### src/rtl/br_rs_sched_if.sv
// br_rs_sched_if: dispatch, CDB and issue signals between rename, the branch RS and the branch FU
interface br_rs_sched_if #(
  parameter int ROB_W = 5
);
  logic             disp_valid;
  logic             disp_ready;
  logic [ROB_W-1:0] disp_rob_tag;
  logic [1:0]       disp_bj;
  logic [2:0]       disp_br_op;
  logic [31:0]      disp_pc;
  logic [31:0]      disp_offset;
  logic             disp_br_pred;
  logic             disp_rs1_rdy;
  logic             disp_rs2_rdy;
  logic [ROB_W-1:0] disp_rs1_tag;
  logic [ROB_W-1:0] disp_rs2_tag;
  logic [31:0]      disp_rs1_v;
  logic [31:0]      disp_rs2_v;
  logic             cdb_valid;
  logic [ROB_W-1:0] cdb_rob_tag;
  logic [31:0]      cdb_data;
  logic             iss_valid;
  logic             iss_ready;
  logic [ROB_W-1:0] iss_rob_tag;
  logic [1:0]       iss_bj;
  logic [2:0]       iss_br_op;
  logic [31:0]      iss_pc;
  logic [31:0]      iss_offset;
  logic             iss_br_pred;
  logic [31:0]      iss_rs1_v;
  logic [31:0]      iss_rs2_v;
  modport master (
    output disp_valid, disp_rob_tag, disp_bj, disp_br_op, disp_pc, disp_offset, disp_br_pred,
           disp_rs1_rdy, disp_rs2_rdy, disp_rs1_tag, disp_rs2_tag, disp_rs1_v, disp_rs2_v,
           cdb_valid, cdb_rob_tag, cdb_data, iss_ready,
    input  disp_ready, iss_valid, iss_rob_tag, iss_bj, iss_br_op, iss_pc, iss_offset,
           iss_br_pred, iss_rs1_v, iss_rs2_v
  );
  modport slave (
    input  disp_valid, disp_rob_tag, disp_bj, disp_br_op, disp_pc, disp_offset, disp_br_pred,
           disp_rs1_rdy, disp_rs2_rdy, disp_rs1_tag, disp_rs2_tag, disp_rs1_v, disp_rs2_v,
           cdb_valid, cdb_rob_tag, cdb_data, iss_ready,
    output disp_ready, iss_valid, iss_rob_tag, iss_bj, iss_br_op, iss_pc, iss_offset,
           iss_br_pred, iss_rs1_v, iss_rs2_v
  );
endinterface

### src/rtl/br_rs_sched.sv
// br_rs_sched: branch/jump reservation station issuing the oldest ready op by ROB age
// Define BR_SCHED_PERF_EN to build the issue/full performance counters.
module br_rs_sched #(
  parameter int DEPTH = 4,
  parameter int ROB_W = 5
) (
  input  logic             clk,
  input  logic             rst_n,
  input  logic             flush,
  input  logic [ROB_W-1:0] rob_head,
  br_rs_sched_if.slave     bus,
  output logic [31:0]      perf_issue_cnt,
  output logic [31:0]      perf_full_cnt
);
  localparam int IW = (DEPTH > 1) ? $clog2(DEPTH) : 1;
  typedef struct packed {
    logic [ROB_W-1:0] tag;
    logic [1:0]       bj;
    logic [2:0]       br_op;
    logic [31:0]      pc;
    logic [31:0]      offset;
    logic             pred;
    logic             r1;
    logic             r2;
    logic [ROB_W-1:0] t1;
    logic [ROB_W-1:0] t2;
    logic [31:0]      v1;
    logic [31:0]      v2;
  } ent_t;
  ent_t             ent [DEPTH];
  ent_t             disp_ent;
  logic [DEPTH-1:0] vld;
  logic [IW-1:0]    free_idx;
  logic [IW-1:0]    sel_idx;
  logic [ROB_W-1:0] age;
  logic [ROB_W-1:0] best_age;
  logic             cand;
  logic             load;
  logic             disp_fire;
  assign bus.disp_ready = ~&vld;
  assign disp_fire = bus.disp_valid && bus.disp_ready && bus.disp_bj != 2'b00;
  assign load = cand && (!bus.iss_valid || bus.iss_ready);
  // operands produced on the CDB in the dispatch cycle are captured on the way in
  assign disp_ent = '{
    tag:    bus.disp_rob_tag,
    bj:     bus.disp_bj,
    br_op:  bus.disp_br_op,
    pc:     bus.disp_pc,
    offset: bus.disp_offset,
    pred:   bus.disp_br_pred,
    r1:     bus.disp_rs1_rdy || (bus.cdb_valid && bus.cdb_rob_tag == bus.disp_rs1_tag),
    r2:     bus.disp_rs2_rdy || (bus.cdb_valid && bus.cdb_rob_tag == bus.disp_rs2_tag),
    t1:     bus.disp_rs1_tag,
    t2:     bus.disp_rs2_tag,
    v1:     bus.disp_rs1_rdy ? bus.disp_rs1_v : bus.cdb_data,
    v2:     bus.disp_rs2_rdy ? bus.disp_rs2_v : bus.cdb_data
  };
  always_comb begin
    free_idx = '0;
    for (int i = DEPTH - 1; i >= 0; i--) free_idx = vld[i] ? free_idx : IW'(i);
  end
  // age relative to rob_head makes the compare safe across tag wrap-around
  always_comb begin
    cand = 1'b0;
    sel_idx = '0;
    best_age = '0;
    age = '0;
    for (int i = 0; i < DEPTH; i++) begin
      age = ent[i].tag - rob_head;
      if (vld[i] && ent[i].r1 && ent[i].r2 && (!cand || age < best_age)) begin
        cand = 1'b1;
        sel_idx = IW'(i);
        best_age = age;
      end
    end
  end
  always_ff @(posedge clk) begin
    if (!rst_n || flush) vld <= '0;
    else begin
      for (int i = 0; i < DEPTH; i++) begin
        if (vld[i] && bus.cdb_valid && !ent[i].r1 && ent[i].t1 == bus.cdb_rob_tag) begin
          ent[i].r1 <= 1'b1;
          ent[i].v1 <= bus.cdb_data;
        end
        if (vld[i] && bus.cdb_valid && !ent[i].r2 && ent[i].t2 == bus.cdb_rob_tag) begin
          ent[i].r2 <= 1'b1;
          ent[i].v2 <= bus.cdb_data;
        end
      end
      if (load) vld[sel_idx] <= 1'b0;
      if (disp_fire) begin
        vld[free_idx] <= 1'b1;
        ent[free_idx] <= disp_ent;
      end
    end
  end
  always_ff @(posedge clk) begin
    if (!rst_n) begin
      bus.iss_valid   <= 1'b0;
      bus.iss_rob_tag <= '0;
      bus.iss_bj      <= '0;
      bus.iss_br_op   <= '0;
      bus.iss_pc      <= '0;
      bus.iss_offset  <= '0;
      bus.iss_br_pred <= 1'b0;
      bus.iss_rs1_v   <= '0;
      bus.iss_rs2_v   <= '0;
    end else if (flush) bus.iss_valid <= 1'b0;
    else if (load) begin
      bus.iss_valid   <= 1'b1;
      bus.iss_rob_tag <= ent[sel_idx].tag;
      bus.iss_bj      <= ent[sel_idx].bj;
      bus.iss_br_op   <= ent[sel_idx].br_op;
      bus.iss_pc      <= ent[sel_idx].pc;
      bus.iss_offset  <= ent[sel_idx].offset;
      bus.iss_br_pred <= ent[sel_idx].pred;
      bus.iss_rs1_v   <= ent[sel_idx].v1;
      bus.iss_rs2_v   <= ent[sel_idx].v2;
    end else if (bus.iss_ready) bus.iss_valid <= 1'b0;
  end
`ifdef BR_SCHED_PERF_EN
  always_ff @(posedge clk) begin
    if (!rst_n) begin
      perf_issue_cnt <= '0;
      perf_full_cnt  <= '0;
    end else begin
      if (load && !flush) perf_issue_cnt <= perf_issue_cnt + 32'd1;
      if (bus.disp_valid && !bus.disp_ready) perf_full_cnt <= perf_full_cnt + 32'd1;
    end
  end
`else
  assign perf_issue_cnt = '0;
  assign perf_full_cnt  = '0;
`endif
endmodule

### src/flat_wrapper.sv
// flat-port wrapper written by rule: the top's interface ports become plain ports
module br_rs_sched_flat 
#(
  parameter int DEPTH = 4,
  parameter int ROB_W = 5
)
  (clk, rst_n, flush, rob_head, perf_issue_cnt, perf_full_cnt, bus_disp_valid, bus_disp_rob_tag, bus_disp_bj, bus_disp_br_op, bus_disp_pc, bus_disp_offset, bus_disp_br_pred, bus_disp_rs1_rdy, bus_disp_rs2_rdy, bus_disp_rs1_tag, bus_disp_rs2_tag, bus_disp_rs1_v, bus_disp_rs2_v, bus_cdb_valid, bus_cdb_rob_tag, bus_cdb_data, bus_iss_ready, bus_disp_ready, bus_iss_valid, bus_iss_rob_tag, bus_iss_bj, bus_iss_br_op, bus_iss_pc, bus_iss_offset, bus_iss_br_pred, bus_iss_rs1_v, bus_iss_rs2_v);
  br_rs_sched_if #(.ROB_W(ROB_W)) bus_i ();
  input  logic clk;
  input  logic rst_n;
  input  logic flush;
  input  logic [ROB_W-1:0] rob_head;
  output logic [31:0] perf_issue_cnt;
  output logic [31:0] perf_full_cnt;
  input wire logic [$bits(bus_i.disp_valid)-1:0] bus_disp_valid;
  input wire logic [$bits(bus_i.disp_rob_tag)-1:0] bus_disp_rob_tag;
  input wire logic [$bits(bus_i.disp_bj)-1:0] bus_disp_bj;
  input wire logic [$bits(bus_i.disp_br_op)-1:0] bus_disp_br_op;
  input wire logic [$bits(bus_i.disp_pc)-1:0] bus_disp_pc;
  input wire logic [$bits(bus_i.disp_offset)-1:0] bus_disp_offset;
  input wire logic [$bits(bus_i.disp_br_pred)-1:0] bus_disp_br_pred;
  input wire logic [$bits(bus_i.disp_rs1_rdy)-1:0] bus_disp_rs1_rdy;
  input wire logic [$bits(bus_i.disp_rs2_rdy)-1:0] bus_disp_rs2_rdy;
  input wire logic [$bits(bus_i.disp_rs1_tag)-1:0] bus_disp_rs1_tag;
  input wire logic [$bits(bus_i.disp_rs2_tag)-1:0] bus_disp_rs2_tag;
  input wire logic [$bits(bus_i.disp_rs1_v)-1:0] bus_disp_rs1_v;
  input wire logic [$bits(bus_i.disp_rs2_v)-1:0] bus_disp_rs2_v;
  input wire logic [$bits(bus_i.cdb_valid)-1:0] bus_cdb_valid;
  input wire logic [$bits(bus_i.cdb_rob_tag)-1:0] bus_cdb_rob_tag;
  input wire logic [$bits(bus_i.cdb_data)-1:0] bus_cdb_data;
  input wire logic [$bits(bus_i.iss_ready)-1:0] bus_iss_ready;
  output wire logic [$bits(bus_i.disp_ready)-1:0] bus_disp_ready;
  output wire logic [$bits(bus_i.iss_valid)-1:0] bus_iss_valid;
  output wire logic [$bits(bus_i.iss_rob_tag)-1:0] bus_iss_rob_tag;
  output wire logic [$bits(bus_i.iss_bj)-1:0] bus_iss_bj;
  output wire logic [$bits(bus_i.iss_br_op)-1:0] bus_iss_br_op;
  output wire logic [$bits(bus_i.iss_pc)-1:0] bus_iss_pc;
  output wire logic [$bits(bus_i.iss_offset)-1:0] bus_iss_offset;
  output wire logic [$bits(bus_i.iss_br_pred)-1:0] bus_iss_br_pred;
  output wire logic [$bits(bus_i.iss_rs1_v)-1:0] bus_iss_rs1_v;
  output wire logic [$bits(bus_i.iss_rs2_v)-1:0] bus_iss_rs2_v;
  assign bus_i.disp_valid = bus_disp_valid;
  assign bus_i.disp_rob_tag = bus_disp_rob_tag;
  assign bus_i.disp_bj = bus_disp_bj;
  assign bus_i.disp_br_op = bus_disp_br_op;
  assign bus_i.disp_pc = bus_disp_pc;
  assign bus_i.disp_offset = bus_disp_offset;
  assign bus_i.disp_br_pred = bus_disp_br_pred;
  assign bus_i.disp_rs1_rdy = bus_disp_rs1_rdy;
  assign bus_i.disp_rs2_rdy = bus_disp_rs2_rdy;
  assign bus_i.disp_rs1_tag = bus_disp_rs1_tag;
  assign bus_i.disp_rs2_tag = bus_disp_rs2_tag;
  assign bus_i.disp_rs1_v = bus_disp_rs1_v;
  assign bus_i.disp_rs2_v = bus_disp_rs2_v;
  assign bus_i.cdb_valid = bus_cdb_valid;
  assign bus_i.cdb_rob_tag = bus_cdb_rob_tag;
  assign bus_i.cdb_data = bus_cdb_data;
  assign bus_i.iss_ready = bus_iss_ready;
  assign bus_disp_ready = bus_i.disp_ready;
  assign bus_iss_valid = bus_i.iss_valid;
  assign bus_iss_rob_tag = bus_i.iss_rob_tag;
  assign bus_iss_bj = bus_i.iss_bj;
  assign bus_iss_br_op = bus_i.iss_br_op;
  assign bus_iss_pc = bus_i.iss_pc;
  assign bus_iss_offset = bus_i.iss_offset;
  assign bus_iss_br_pred = bus_i.iss_br_pred;
  assign bus_iss_rs1_v = bus_i.iss_rs1_v;
  assign bus_iss_rs2_v = bus_i.iss_rs2_v;
  br_rs_sched #(.DEPTH(DEPTH), .ROB_W(ROB_W)) u_core (.clk(clk), .rst_n(rst_n), .flush(flush), .rob_head(rob_head), .bus(bus_i), .perf_issue_cnt(perf_issue_cnt), .perf_full_cnt(perf_full_cnt));
endmodule
### config.mk
export PLATFORM = sky130hd
export DESIGN_NAME = br_rs_sched_flat
export DESIGN_NICKNAME = d
export VERILOG_FILES = /design/src/rtl/br_rs_sched_if.sv /design/src/rtl/br_rs_sched.sv /design/src/flat_wrapper.sv
export SDC_FILE = /design/constraint.sdc
export NUM_CORES = 1
export LEC_CHECK = 0
export ABC_AREA = 1
export CORE_MARGIN = 2
export CORE_UTILIZATION = 40
export DETAILED_ROUTE_END_ITERATION = 16
export GPL_TIMING_DRIVEN = 0
export SLEW_MARGIN = 20
export SYNTH_ARGS = -nofsm -noshare
export SYNTH_HDL_FRONTEND = slang
export SYNTH_SLANG_ARGS = --single-unit
### constraint.sdc
create_clock -name clk -period 10.85 [get_ports clk]
set_clock_uncertainty 0.2 [all_clocks]
set_input_delay 1.6275 -clock clk [delete_from_list [all_inputs] [get_ports clk]]
set_output_delay 1.6275 -clock clk [all_outputs]
set_load 0.005 [all_outputs]
==> flow_metrics.py, run 1 <==
metrics = {
    "outcome": {
        "status": "completed",
    },
    "sta": {
        "worst_slack_ps": 2990,
        "worst_slew_pin_tran_ps": 1280,
        "finalSetupViolCount": 0,
        "worst_slew_margin_rel": 0.148,
        "hold_slack_ps": 283,
        "max_freq_ghz": 0.127,
        "drv_slew": 0,
        "final_min_period_over_clock_period": 0.725,
        "timing.final.crit_period_ps": 7860,
        "finalHoldViolCount": 0,
        "grt_setup_unrepaired": "no",
        "setup_total_negative_slack_ps": 0,
    },
    "cts": {
        "cts_num_sinks": 748,
        "cts.hold.buffers_added": 0,
        "number_of_buffers_inserted_to_repair_setup_after_cts": 0,
        "clock_tree_from_tritoncts": "built",
        "root_buffer": "sky130_fd_sc_hd__clkbuf_16",
        "cts_max_level": 3,
        "later_pin_clock_latency_in_the_skew_report_ps": 640,
        "post_cts_resized": 0,
        "tritoncts.num_buffers": 82,
        "clkTransAtPathRegs_ps": 60,
        "clock_tree.buffer_depth": 3,
    },
    "place": {
        "place.detailed.hpwl_mm": 82.8,
        "place_area_sq_mm": 0.0392,
        "portBuffers": 331,
        "preCtsSetupSlack_ps": 2310,
        "dp.cells": 4779,
        "place_congestion": 0.889,
    },
    "flow_run": {
        "drv.max_cap_violation_count": 0,
    },
    "finish": {
        "syn2layout_area_growth_pct": 24.6,
        "share_of_post_route_cells_with_drive_strength_above_1": 0.0974,
        "finish.cell_count_without_fillers": 4935,
        "fillerInstances": 7474,
        "nNetsFinal": 4014,
        "final_util": 0.502,
        "seq_area_sq_mm": 0.0209,
        "final_design_area_no_fill_sq_mm": 0.0419,
        "multi_input_comb_area_sq_mm": 0.0105,
    },
    "logic_synthesis": {
        "synth_most_common_cell": "sky130_fd_sc_hd__edfxtp_1",
        "synthArstFlopShare": 0,
        "share_of_the_synthesized_area_in_the_top_cell_type": 0.532,
        "ys_top_cells_by_area": "sky130_fd_sc_hd__edfxtp_1 (53%), sky130_fd_sc_hd__dfxtp_1 (9.0%), sky130_fd_sc_hd__nand3_1 (6.2%)",
        "postSynthCellCount": 3233,
        "synth_warnings": 0,
        "synth_ff_type": "sky130_fd_sc_hd__edfxtp_1",
        "synth.distinct_cells": 49,
        "syn-mean-instance-area_sq_um": 10.4,
        "number_of_flops_mapped_to_enable_cells_by_yosys": 596,
        "yosys_register_bits": 748,
        "yosys-top-cells-count": "sky130_fd_sc_hd__edfxtp_1 (596), sky130_fd_sc_hd__nand3_1 (417), sky130_fd_sc_hd__o21ai_0 (395)",
        "post-synth-top-area-cell": "sky130_fd_sc_hd__edfxtp_1",
        "yosysSeqAreaShare": 0.623,
        "mappedNetlistArea_sq_mm": 0.0336,
    },
    "worst_setup_path": {
        "critical_path_peak_fanout": 10,
        "crit_top_cell": "sky130_fd_sc_hd__nand2_1",
        "category_of_the_worst_setup_path_capture_point": "register",
        "timing.critical_path.arrival_ps": 8190,
        "critPathKind": "input pin to register",
        "cp.required_ps": 11170,
        "standard_cell_with_the_maximum_stage_delay_on_the_critical_path": "sky130_fd_sc_hd__clkdlybuf4s50_1",
        "critPathMaxStageDelay_ps": 570,
        "timing.critical_path.from_type": "input pin",
    },
    "die": {
        "std_cell_rows": 106,
        "core_area_sq_mm": 0.0834,
        "die_height_um": 294,
        "initial_utilization": 0.403,
        "fp.dieW_um": 294,
        "die_area_sq_mm": 0.0864,
        "top_level_ports": 404,
    },
    "min_path": {
        "holdCritPathClass": "register to register",
    },
    "pwr": {
        "power.ir.vdd_worst_uv": 104,
        "power_per_cell_area_mw_per_mm2": 152,
        "p_leak_nw": 15.9,
        "design_power_total_mw": 6.39,
    },
    "global_route": {
        "grt_pass1_vias": 25100,
        "maximum_number_of_pins_on_one_net_before_global_route_repair": 54,
        "grt_util_all_layers": 0.260,
        "global_route_wire_length_before_repair_mm": 164,
        "antenna_found_initial": 4,
        "globalRouteOverflowTotal": 0,
        "met3_usage": 0.0620,
        "global_route.peak_usage_layer": "met2",
        "grtUsageMet1": 0.339,
        "gr-usage-met2": 0.420,
    },
    "detailed_routing": {
        "via_count": 26300,
        "routed_wire_length_per_instance_um": 23.2,
        "detailedRoute.firstIterationViolations": 2957,
        "drtPass1Iterations": 6,
        "postRouteWirelength_mm": 114,
        "drc": 0,
        "vias_cell": 5.33,
        "drt.antenna.violating_nets": 0,
    },
}
state kept, by name (all words and copies together), names as in the netlist:
register / cells
u_core.bus.iss_pc: 32
u_core.bus.iss_bj: 2
u_core.vld: 4
u_core.ent: 604
u_core.bus.iss_rs2_v: 32
u_core.bus.iss_rob_tag: 5
u_core.bus.iss_rs1_v: 32
u_core.bus.iss_br_op: 3
u_core.bus.iss_br_pred: 1
u_core.bus.iss_valid: 1
u_core.bus.iss_offset: 32
layout by cell type (no fill, tap or decap), types with 57 or more instances in the layout:
master,n
sky130_fd_sc_hd__clkdlybuf4s50_1,331
sky130_fd_sc_hd__o21ai_0,395
sky130_fd_sc_hd__dfxtp_1,152
sky130_fd_sc_hd__edfxtp_1,596
sky130_fd_sc_hd__clkbuf_1,138
sky130_fd_sc_hd__or2_0,57
sky130_fd_sc_hd__nand2_1,366
sky130_fd_sc_hd__nand3b_1,61
sky130_fd_sc_hd__a21oi_1,77
sky130_fd_sc_hd__nand3_1,417
sky130_fd_sc_hd__inv_1,247
sky130_fd_sc_hd__mux2i_1,64
sky130_fd_sc_hd__buf_4,108
sky130_fd_sc_hd__nor2_1,282
sky130_fd_sc_hd__buf_2,71
sky130_fd_sc_hd__conb_1,64
sky130_fd_sc_hd__clkbuf_16,83
layer usage:
metal	wire length, um	up-vias	part of all wire
met3	11500	233	0.10
met1	45500	12500	0.40
met4	4440	4	0.039
met2	52900	1342	0.46
met5	27	-	0.00024
li1	-	12200	-
cell families after synthesis:
logic type | Yosys count | share of synthesized area
compound gates | 551 | 0.0867
xor+xnor | 49 | 0.0128
fa+ha+maj | 32 | 0.0128
buf+inv | 549 | 0.0753
flops | 748 | 0.623
mux | 64 | 0.0191
other cells | 1 | 0.000112
simple gates | 1239 | 0.170
power by group:
group	switching (mW)	internal, mW
Clock	1.17	1.64
Sequential	0.0208	3.14
Combinational	0.239	0.180
Total	1.43	4.96
layout make-up:
cell class	count	area share
diodes	3	0.000179
plain buffers	274	0.0359
clock buffers	115	0.0553
clock inverters	38	0.00917
inverters	275	0.0248
multi-input cells	1999	0.250
flip-flops and latches	748	0.500
well taps	1080	0.0323
repair buffers	403	0.0931
worst paths after layout:
check | from | end | slack (ps) | cells past startpoint
hold / removal | u_core.ent[0][75] | u_core.ent[0][75] | 280 | 2
hold reg to reg | u_core.ent[0][75] | u_core.ent[0][75] | 280 | 2
setup reg to reg | u_core.ent[0][146] | u_core.bus.iss_offset[23] | 4120 | 38
setup / recovery | rob_head[0] | u_core.bus.iss_offset[23] | 2990 | 38
critical path: cells and delay by family:
kind	cells	cell delay (ps)
buf+inv	5	1400
fa+ha+maj	5	1470
compound gates	11	2140
simple gates	17	1530
No activity file was read; power rests on OpenSTA's default activity.
==> inputs of run 2 (changes only) <==
==> constraint.sdc (replaced) <==
create_clock -name clk -period 7.4 [get_ports clk]
set_clock_uncertainty 0.2 [all_clocks]
set_input_delay 1.11 -clock clk [delete_from_list [all_inputs] [get_ports clk]]
set_output_delay 1.11 -clock clk [all_outputs]
set_load 0.005 [all_outputs]
==> flow_metrics.py, run 2 (synthesized netlist as in run 1, its figures left out) <==
metrics = {
    "global_route": {
        "grt_pass1_vias": 25400,
        "globalRouteOverflowTotal": 0,
        "maximum_number_of_pins_on_one_net_before_global_route_repair": 61,
        "global_route_wire_length_before_repair_mm": 165,
        "antenna_found_initial": 7,
        "grt_util_all_layers": 0.261,
    },
    "pwr": {
        "design_power_total_mw": 9.37,
        "power_per_cell_area_mw_per_mm2": 223,
        "power.ir.vdd_worst_uv": 162,
        "internal-power_mw": 7.29,
        "portion_of_total_power_attributed_to_sequential_cells": 0.494,
        "switching_share": 0.222,
        "power.net_switching_mw": 2.08,
        "power.share.combinational": 0.066,
        "p_leak_nw": 15.9,
        "p_clk_frac": 0.439,
    },
    "detailed_routing": {
        "postRouteWirelength_mm": 115,
        "detailedRoute.firstIterationViolations": 2835,
        "drtPass1Iterations": 8,
        "vias_cell": 5.36,
        "drt.antenna.violating_nets": 0,
        "via_count": 26500,
        "drc": 0,
        "routed_wire_length_per_instance_um": 23.4,
    },
    "worst_setup_path": {
        "category_of_the_worst_setup_path_capture_point": "register",
        "standard_cell_with_the_maximum_stage_delay_on_the_critical_path": "sky130_fd_sc_hd__clkdlybuf4s50_1",
        "critPathKind": "input pin to register",
        "cp.required_ps": 7720,
        "combined_buffer_and_inverter_count_along_the_critical_path": 6,
        "timing.critical_path.from_type": "input pin",
        "critical_path_peak_fanout": 10,
        "critPathTopFamily": "simple AND/OR/NAND/NOR gates",
        "crit_top_cell": "sky130_fd_sc_hd__nand2_1",
        "timing.critical_path.arrival_ps": 7240,
        "critPathMaxStageDelay_ps": 570,
    },
    "die": {
        "top_level_ports": 404,
        "core_area_sq_mm": 0.0834,
        "die_area_sq_mm": 0.0864,
        "die_height_um": 294,
        "std_cell_rows": 106,
        "initial_utilization": 0.403,
        "fp.dieW_um": 294,
    },
    "flow_run": {
        "drv.max_cap_violation_count": 0,
    },
    "cts": {
        "later_pin_clock_latency_in_the_skew_report_ps": 630,
        "clock_tree.buffer_depth": 3,
        "tritoncts.num_buffers": 83,
        "clkTransAtPathRegs_ps": 50,
        "clock_tree_from_tritoncts": "built",
        "cts.hold.buffers_added": 0,
        "root_buffer": "sky130_fd_sc_hd__clkbuf_16",
        "cts_num_sinks": 748,
        "cts_max_level": 3,
    },
    "place": {
        "portBuffers": 331,
        "preCtsSetupSlack_ps": -708,
        "place_congestion": 0.919,
        "place_area_sq_mm": 0.0393,
        "place.detailed.hpwl_mm": 83.5,
        "dp.cells": 4771,
    },
    "sta": {
        "finalSetupViolCount": 0,
        "final_min_period_over_clock_period": 0.935,
        "finalHoldViolCount": 0,
        "setup_total_negative_slack_ps": 0,
        "max_freq_ghz": 0.145,
        "drv_slew": 0,
        "worst_slack_ps": 483,
        "timing.final.crit_period_ps": 6920,
        "worst_slew_pin_tran_ps": 1200,
        "worst_slew_margin_rel": 0.198,
        "hold_slack_ps": 285,
    },
    "finish": {
        "max_reg_flops": 604,
        "layout_common_cells": "sky130_fd_sc_hd__edfxtp_1 (596), sky130_fd_sc_hd__nand3_1 (417), sky130_fd_sc_hd__o21ai_0 (391)",
        "final_design_area_no_fill_sq_mm": 0.0421,
        "finish.cell_count_without_fillers": 4936,
        "nNetsFinal": 4014,
        "layout.cells.most_common": "sky130_fd_sc_hd__edfxtp_1",
        "syn2layout_area_growth_pct": 25.1,
        "share_of_post_route_cells_with_drive_strength_above_1": 0.0968,
        "top_register": "u_core.ent",
        "final_util": 0.504,
    },
    "min_path": {
        "holdCritPathClass": "register to register",
    },
    "outcome": {
        "status": "completed",
    },
}
-- run 2: routing by layer --
metal | vias to the layer above | routed length (um) | global-route usage
li1 | 12200 | - | -
met1 | 12600 | 45100 | 0.336
met2 | 1369 | 53100 | 0.418
met3 | 251 | 11600 | 0.0617
met4 | 4 | 5460 | 0.118
met5 | - | 23 | 0
-- run 2: worst min-delay path, delay by kind of cell, from the launching register on --
family | cells | cell delay, ps
AOI/OAI and AO/OA | 1 | 80
DFF | 1 | 330
buffers and inverters | 1 | 50
-- run 2: path summary, 6_finish.rpt --
| check | startpoint | endpoint | slack [ps] | depth (start not counted) |
|---|---|---|---|---|
| max reg2reg | u_core.ent[0][146] | u_core.bus.iss_rs2_v[30] | 1140 | 41 |
| min | u_core.ent[0][75] | u_core.ent[0][75] | 290 | 2 |
| max | rob_head[0] | u_core.bus.iss_rs2_v[30] | 480 | 41 |
| min reg2reg | u_core.ent[0][75] | u_core.ent[0][75] | 290 | 2 |
-- run 2: cell type report --
type | instances | area, sq um
fill | 7548 | 41400
sequential | 748 | 20900
multi-input combinational | 2000 | 10500
timing repair buffer | 401 | 4000
clock buffer | 118 | 2390
buffer | 274 | 1530
tap | 1080 | 1350
inverter | 275 | 1040
clock inverter | 36 | 304
antenna | 4 | 10.0
-- run 2: power groups by stage --
stage / Combinational, mW / Sequential (mW) / Clock (mW)
2_1_floorplan: 0.282 / 4.71 / 0
4_1_cts: 0.613 / 4.63 / 4.15
5_1_grt: 0.678 / 4.63 / 4.30
3_5_place_dp: 0.610 / 4.72 / 0
6_report: 0.621 / 4.63 / 4.11
3_3_place_gp: 0.593 / 4.72 / 0
-- run 2: repair_timing --
action / in CTS / in global routing
cloned: 0 / 1
endpoints found under the setup margin: 12 / 143
pin swaps: 1 / 0
hold endpoints to repair: 0 / 0
setup buffers: 4 / 2
gates resized for setup: 2 / 23
